==> src/rtl/ram_arbiter.sv <==
// Two-port (CPU = A, host = B) arbiter in front of a single-port 4096x16 RAM.
// Define ARB_RR_EN for round-robin tie-breaking; default build uses fixed A priority.
module ram_arbiter #(
  parameter int DW = 16,
  parameter int AW = 12
) (
  input  logic          clk,
  input  logic          reset,
  input  logic          a_req,
  input  logic          a_we,
  input  logic [AW-1:0] a_addr,
  input  logic [DW-1:0] a_wdata,
  output logic          a_gnt,
  output logic          a_rvalid,
  output logic [DW-1:0] a_rdata,
  input  logic          b_req,
  input  logic          b_we,
  input  logic [AW-1:0] b_addr,
  input  logic [DW-1:0] b_wdata,
  output logic          b_gnt,
  output logic          b_rvalid,
  output logic [DW-1:0] b_rdata,
  output logic [AW-1:0] ram_addr,
  output logic          ram_load,
  output logic [DW-1:0] ram_d,
  input  logic [DW-1:0] ram_q,
  output logic          busy
);

  typedef enum logic {S_IDLE = 1'b0, S_ACCESS = 1'b1} state_t;

  state_t          r_state;
  state_t          w_state_next;
  logic            r_last_b;   // most recent winner; also selects the port served in ACCESS
  logic            r_we;
  logic [AW-1:0]   r_addr;
  logic [DW-1:0]   r_wdata;
  logic            r_a_rvalid;
  logic            r_b_rvalid;
  logic [DW-1:0]   r_a_rdata;
  logic [DW-1:0]   r_b_rdata;
  logic            w_any;
  logic            w_win_b;

  // Winner selection for the request sampled this cycle
  always_comb begin
    w_any = a_req | b_req;
    if (a_req && b_req) begin
`ifdef ARB_RR_EN
      w_win_b = ~r_last_b;
`else
      w_win_b = 1'b0;
`endif
    end else begin
      w_win_b = b_req;
    end
  end

  always_ff @(posedge clk) begin
    if (reset) begin
      r_state <= S_IDLE;
    end else begin
      r_state <= w_state_next;
    end
  end

  always_comb begin
    w_state_next = S_IDLE;
    if (w_any) begin
      w_state_next = S_ACCESS;
    end
  end

  always_comb begin
    busy     = 1'b0;
    a_gnt    = 1'b0;
    b_gnt    = 1'b0;
    ram_load = 1'b0;
    if (r_state == S_ACCESS) begin
      busy     = 1'b1;
      a_gnt    = ~r_last_b;
      b_gnt    = r_last_b;
      ram_load = r_we & ~reset;  // a reset landing on a write cycle cancels the write
    end
  end

  // Capture registers double as the RAM drive, so they hold their value through IDLE
  always_ff @(posedge clk) begin
    if (reset) begin
      r_last_b <= 1'b1;
      r_we     <= 1'b0;
      r_addr   <= '0;
      r_wdata  <= '0;
    end else if (w_any) begin
      r_last_b <= w_win_b;
      r_we     <= w_win_b ? b_we    : a_we;
      r_addr   <= w_win_b ? b_addr  : a_addr;
      r_wdata  <= w_win_b ? b_wdata : a_wdata;
    end
  end

  always_ff @(posedge clk) begin
    if (reset) begin
      r_a_rvalid <= 1'b0;
      r_b_rvalid <= 1'b0;
      r_a_rdata  <= '0;
      r_b_rdata  <= '0;
    end else begin
      r_a_rvalid <= 1'b0;
      r_b_rvalid <= 1'b0;
      if (r_state == S_ACCESS && !r_we) begin
        if (r_last_b) begin
          r_b_rvalid <= 1'b1;
          r_b_rdata  <= ram_q;
        end else begin
          r_a_rvalid <= 1'b1;
          r_a_rdata  <= ram_q;
        end
      end
    end
  end

  assign ram_addr = r_addr;
  assign ram_d    = r_wdata;
  assign a_rvalid = r_a_rvalid;
  assign b_rvalid = r_b_rvalid;
  assign a_rdata  = r_a_rdata;
  assign b_rdata  = r_b_rdata;

endmodule

==> config.mk <==
export PLATFORM = sky130hd
export DESIGN_NAME = ram_arbiter
export DESIGN_NICKNAME = d
export VERILOG_FILES = /design/src/rtl/ram_arbiter.sv
export SDC_FILE = /design/constraint.sdc
export NUM_CORES = 1
export LEC_CHECK = 0
export BUFFER_PORTS_ARGS = -buffer_cell sky130_fd_sc_hd__buf_4
export CAP_MARGIN = 25
export CORE_AREA = 2 2 96 75
export DETAILED_ROUTE_END_ITERATION = 6
export DIE_AREA = 0 0 98 77
export PLACE_DENSITY = 0.87
export SETUP_SLACK_MARGIN = 0.5
export SYNTH_ARGS = -nofsm -noshare
export SYNTH_HDL_FRONTEND = slang
export SYNTH_SLANG_ARGS = --single-unit
==> constraint.sdc <==
create_clock -name clk -period 1.22 [get_ports clk]
set_input_delay 0 -clock clk [delete_from_list [all_inputs] [get_ports clk]]
set_output_delay 0 -clock clk [all_outputs]
set_load 0.01 [all_outputs]
==> summary.md, run 1 <==
| Metric | Value |
|---|---|
| Status | finished, final reports clean |
| Root buf cell | clkbuf_8 |
| Mean Syn Cell Area | 10.7 µm² |
| CP Capture Type | flip-flop |
| Clock Skews | about 0.012 ns |
| Yosys top cell by area | dfxtp_1 |
| Crit start category | flip-flop |
| Worst-margin pin slew | between 0.6 and 0.7 ns |
| PwrDens | around 1200 mW/mm² |
| Most frequently used flop master after synthesis | dfxtp_1 |
| Post-DP HPWL | 5170 µm |
| Fin. Hold Viols | 0 |
| Area of the multi-input gates | around 0.0015 mm² |
| Core Footprint | approximately 0.0066 mm² |
| Full die area | about 0.0075 mm² |
| FFs w/ async S/R, synth | 0 |
| Max-slew headroom | 0.596 |
| Final setup fails | 0 |
| Via count | approximately 2700 |
| # IOs | 144 |
| Initial antenna violation count | 0 |
| RSZ-0062 raised after global routing | true |
| Vias in the first global route | between 3000 and 4000 |
| Pwr Total | 6.04 mW |
| #FFs+latches synth | 65 |
| H-tree level count | 3 |
| Die height | just under 80 µm |
| Worst-case clock buffer depth | 2 |
| Syn Std Cell Area | about 0.0029 mm² |
| Crit share post-route | 0.960 |
| Antenna fix cells | 0 |
| Crit path DAT | between 1 and 1.5 ns |
| Cell leakage power | between 2 and 2.5 nW |
| Syn Inst Count | approximately 270 |
| Clock Sink Count | 65 |
| Synth unique cells | 20 |
| Beginning of the worst hold path | b_addr[8] |
| NumNets Final | approximately 540 |
| Per-cell routed wire length | between 15 and 20 µm |
| Gpl congestion | approximately 0.74 |
| Slew Limit Fails | 0 |
| Main area contributors after synthesis | dfxtp_1 (45%), mux2i_1 (21%), nand2b_1 (10%), a211oi_1 (7.6%), nor2b_1 (6.3%) |
| Share of layout cells above drive strength 1 | 0.550 |
| DR DRC count | 0 |
| Share of the synthesized area in the top cell type | 0.454 |
| Total global-route track usage | 0.255 |
| Starting DRC count in detailed routing | 53 |
| Hold crit path type | in2reg |
| Max Cap Viol | 0 |
| Crit Path Category | reg2reg |
| Fillers | ~420 |
| Clock slew at reported path FFs | 0.08 ns |
| M1 WL | roughly 3400 µm |
| WP data required | 1.48 ns |
| CTS tree | done |
| Worst R2R Setup Slack | between 0.04 and 0.05 ns |
| CP Launch Point | r_state |
| Post-Syn Nets | about 350 |
| Synth top cells by count | dfxtp_1 (65), mux2i_1 (61), nand2b_1 (48) |
| Via density | 4.95 |
| CP Cell Sequence | nor3b_4 -> buf_12 -> mux2i_1 |
| Slowest CP cell | dfxtp_4 |
| Drt pass-1 iters | 4 |
| Max Fclk | 0.854 GHz |
| Bufs and invs on worst path | 1 |
| Setup TNS | 0 ns |
| Initial Util | 0.434 |
| Max stage delay on crit path | about 0.38 ns |
| IO buf count | between 100 and 150 |
| CP max FO | 16 |
| FF/Latch Area | ~0.0014 mm² |
| Shortest period the worst path allows | between 1 and 1.5 ns |
| Die Wd | approximately 100 µm |
| Largest net degree at the start of global routing | 73 |
| Uppermost layer routed | met4 |
| GRT overflow | 0 |
| DR WL met3 | roughly 470 µm |
| Met2 wire len | between 5000 and 6000 µm |
| CP delay by family, top | flip-flops |
| Sequential area share after synthesis | 0.454 |
| Drt total wl | around 9700 µm |
| Reg2reg start | r_state |
| First-pass GRT wire length | roughly 15000 µm |
| Antenna viol nets, final | 0 |
| Worst VDD drop | ~0.80 mV |
| Cell with the most instances after synthesis | dfxtp_1 |
| Post-synth EDFFs | 0 |
| Total CTS buffers | 9 |
| Clock latency on the worst-skew pair | around 0.35 ns |
| Area delta synth->final | 82.4% |
| Ys Warns | 0 |
| Std-Cell Rows | 26 |
final timing paths:
kind                                     to  depth (start not counted)
worst max-delay path             a_rdata[4]                          3
worst min-delay path            ram_addr[8]                          3
worst max register to register   a_rdata[4]                          3
worst min register to register     b_rvalid                          1
placed cells by master, fill, tap and decap left out:
cell type	netlist	routed
buf_4	1	92
buf_6	5	68
dfxtp_2	0	62
mux2i_1	61	57
nand2b_1	48	48
dlygate4sd3_1	0	47
nor2b_1	29	29
a211oi_1	29	25
clkbuf_8	0	10
mux2i_2	0	4
a211oi_2	0	4
bufinv_16	0	4
nor2_1	4	3
dfxtp_4	0	3
buf_12	2	2
nand2_1	1	1
and2_4	0	1
and2b_2	1	1
inv_2	1	1
nor3b_4	0	1
nand3b_1	1	1
nor2_2	0	1
o21bai_1	1	1
nor4b_4	0	1
nor4bb_2	0	1
inv_6	0	1
clkinv_4	0	1
buf_16	0	1
logic make-up after synthesis:
family | Yosys count | synth area share
buffers and inverters | 24 | 0.0603
DFF | 65 | 0.454
and+or+nand+nor | 88 | 0.194
muxes | 61 | 0.213
AOI/OAI and AO/OA | 30 | 0.0786
flip-flops by register name, indices dropped and copies added, names as in the netlist:
signal / flops
a_rdata: 16
a_rvalid: 1
b_rvalid: 1
ram_d: 16
r_last_b: 1
b_rdata: 16
r_state: 1
ram_addr: 12
r_we: 1
through the flow:
stage                     setup slack [ns]  cells  hold WS, ns  utilization  cell area (µm²)
after detailed placement            0.0981    475        0.295        0.593             3920
after global placement               0.187    475        0.282        0.593             3920
after floorplan                      0.162    268        0.176            -             2870
after global routing               0.00865    555      0.00344        0.791             5230
final                               0.0484    555      0.00486        0.791             5230
after CTS                            0.115    547     0.000114        0.770             5090
worst reg2reg max path, stage by stage, from the launching register on:
cell and delay [ns]:
dfxtp_4 0.38, nor3b_4 0.24, buf_12 0.21, mux2i_1 0.26
layout make-up:
cell class                      instances  share of cell area
Timing Repair Buffer                  210               0.382
Multi-Input combinational cell        179               0.279
Sequential cell                        65               0.266
Clock buffer                           10              0.0263
Clock inverter                          6              0.0263
Tap cell                               84              0.0201
Inverter                                1            0.000718
metal layers:
layer  global-route usage  up-vias
li1                     -     1315
met1                0.254     1304
met2                0.500      103
met3               0.0738       23
met4               0.0889        0
met5                    0        -
power breakdown:
group / internal (mW) / leakage [nW] / switching [mW]
Clock: 1.63 / 0.137 / 0.866
Combinational: 0.729 / 1.66 / 0.435
Sequential: 2.27 / 0.559 / 0.110
Total: 4.63 / 2.35 / 1.41
timing repair:
item	4_1_cts	5_1_grt
buffers inserted	8	8
hold buffers	47	0
endpoints found under the setup margin	122	128
endpoints found under the hold margin	60	0
gates resized for setup	129	21
gates cloned	1	0
pin swaps	24	7
No activity file was read; power rests on OpenSTA's default activity.
==> inputs of run 2 (changes only) <==
MAX_ROUTING_LAYER = met4   (was not set)
clock period = 1.2 ns   (was 1.22 ns; I/O delays follow)
==> run 2 against run 1 <==
  * Sequential power about the same
  * Worst setup slack improved by 0.0033 ns
  * Clock power decreased by 27%
  * Utilization decreased by 1.2 points
  * Critical path depth increased by 1
  * Sequential share of layout area increased by 0.39 points
  * Wire length decreased by 7.4%
  * Largest power group is now registers
  * Highest routed layer unchanged
==> summary.md, run 2 (same netlist as run 1, synthesis figures left out) <==
| Metric | Value |
|---|---|
| Max-slew headroom | 0.598 |
| WP data required | 1.45 ns |
| Shortest period the worst path allows | approximately 1.1 ns |
| Cell leakage power | roughly 2.3 nW |
| Slowest CP cell | dfxtp_4 |
| Initial antenna violation count | 1 |
| Drt pass-1 iters | 4 |
| Register-to-Register Path Depth | 4 |
| Beginning of the worst hold path | b_addr[3] |
| Initial Util | 0.434 |
| Crit Path Category | reg2reg |
| Via count | around 2700 |
| First-pass GRT wire length | 14000 µm |
| Total global-route track usage | 0.240 |
| Crit share post-route | 0.957 |
| Status | finished, final reports clean |
| CP Cell Sequence | nor3b_4 -> buf_6 -> buf_16 -> mux2i_1 |
| Gpl congestion | 0.736 |
| Crit path depth | 4 |
| FF/Latch Area | roughly 0.0014 mm² |
| NumNets Final | 548 |
| Most common cell after layout, fill and taps aside | buf_4 |
| CP delay by family, top | flip-flops |
| CP Launch Point | r_we |
| Clock slew at reported path FFs | around 0.08 ns |
| CP max FO | 8 |
| Drt total wl | around 9000 µm |
| Via density | between 4 and 5 |
| Starting DRC count in detailed routing | 62 |
| CP endpoint | a_rdata[13] |
| Clock latency on the worst-skew pair | roughly 0.33 ns |
| Vias in the first global route | 2874 |
| Setup TNS | 0 ns |
| Post-DP HPWL | ~5000 µm |
| Worst R2R Setup Slack | roughly 0.052 ns |
| Bufs and invs on worst path | 2 |
| Slew Limit Fails | 0 |
| Crit path DAT | between 1 and 1.5 ns |
| Clock Sink Count | 65 |
| Largest net degree at the start of global routing | 74 |
| Reg2reg start | r_we |
| # IOs | roughly 140 |
| Worst VDD drop | 0.711 mV |
| Area delta synth->final | 79.7% |
| Full die area | ~0.0075 mm² |
| Clock Skews | approximately 0.0042 ns |
| Die height | 77 µm |
| Setup Slack @ Placement | ~0.075 ns |
| Root buf cell | clkbuf_8 |
| GRT overflow | 0 |
| Commonest non-fill, non-tap cells in the layout | buf_4 (93), buf_6 (65), dfxtp_2 (62) |
| H-tree level count | 3 |
| Final Worst Setup Slack | 0.0517 ns |
| CTS tree | done |
| Final setup fails | 0 |
| CP Capture Type | flip-flop |
| DR DRC count | 0 |
| FF-to-FF End | a_rdata[13] |
| Fillers | 420 |
| Max stage delay on crit path | approximately 0.38 ns |
| Max Cap Viol | 0 |
| Antenna viol nets, final | 0 |
| Std-Cell Rows | 26 |
| RSZ-0062 raised after global routing | true |
| Core Footprint | 0.00660 mm² |
| Area of the multi-input gates | between 0.001 and 0.0015 mm² |
| Worst-margin pin slew | ~0.60 ns |
| PwrDens | around 1000 mW/mm² |
| Die Wd | about 98 µm |
| Hold crit path type | in2reg |
| Crit start category | flip-flop |
| Share of layout cells above drive strength 1 | 0.528 |
| IO buf count | roughly 140 |
| Fin. Hold Viols | 0 |
| Total CTS buffers | 9 |
| Max Fclk | 0.871 GHz |
| Worst-case clock buffer depth | 2 |
| Per-cell routed wire length | 16.1 µm |
[run 2: cell count changes in the layout (fill, tap and decap cells not counted), sizes merged]
cell / previous run / this run
dlygate4sd3: 47 / 52
diode: 0 / 1
clkinv: 1 / 6
bufinv: 4 / 1
inv: 2 / 1
buf: 163 / 162
clkbuf: 10 / 9
[run 2: how the worst min path moves through the flow]
stage | endpoint | cells past startpoint
after floorplan | b_rdata[0] | 2
after global placement | b_rdata[7] | 3
after detailed placement | b_rdata[3] | 3
after CTS | ram_d[9] | 3
after global routing | ram_addr[3] | 3
final | ram_addr[3] | 3
[run 2: where the power goes]
group / switching [mW] / internal (mW) / total (mW)
combinational: 0.422 / 0.732 / 1.15
sequential: 0.104 / 2.31 / 2.41
clock: 0.874 / 0.958 / 1.83
[run 2: through the flow]
step	instance area [µm²]	power (mW)	util	hold slack, ns	cells
global placement	4000	3.27	0.606	0.286	479
finish	5150	5.40	0.780	0.00733	560
CTS	5050	5.38	0.764	0.000166	550
floorplan	2910	2.86	-	0.176	268
global route	5150	5.62	0.780	-0.000961	560
detailed placement	4000	3.30	0.606	0.300	479
[run 2: worst reg2reg max path, cell delays in order (launching register included)]
cell	delay, ns
dfxtp_4	0.38
nor3b_4	0.19
buf_6	0.15
buf_16	0.14
mux2i_1	0.21
[run 2: timing repair]
action,in CTS,in global routing
endpoints found under the setup margin,119,130
gates resized for setup,101,8
endpoints found under the hold margin,60,2
hold buffers,50,2
pin swaps,20,11
cloned,1,0
buffers inserted,4,7
[run 2: cell type report]
class,instances,share of cell area
inverters,1,0.000729
multi-input cells,179,0.275
diodes,1,0.000486
flip-flops and latches,65,0.270
repair buffers,214,0.396
clock inverters,7,0.0138
well taps,84,0.0204
clock buffers,9,0.0241
[run 2: per-layer routing]
metal | GRT usage | part of all wire | up-vias
li1 | - | - | 1327
met1 | 0.257 | 0.39 | 1289
met2 | 0.445 | 0.55 | 80
met3 | 0.0565 | 0.039 | 16
met4 | 0.0639 | 0.023 | 0
met5 | - | 0 | -
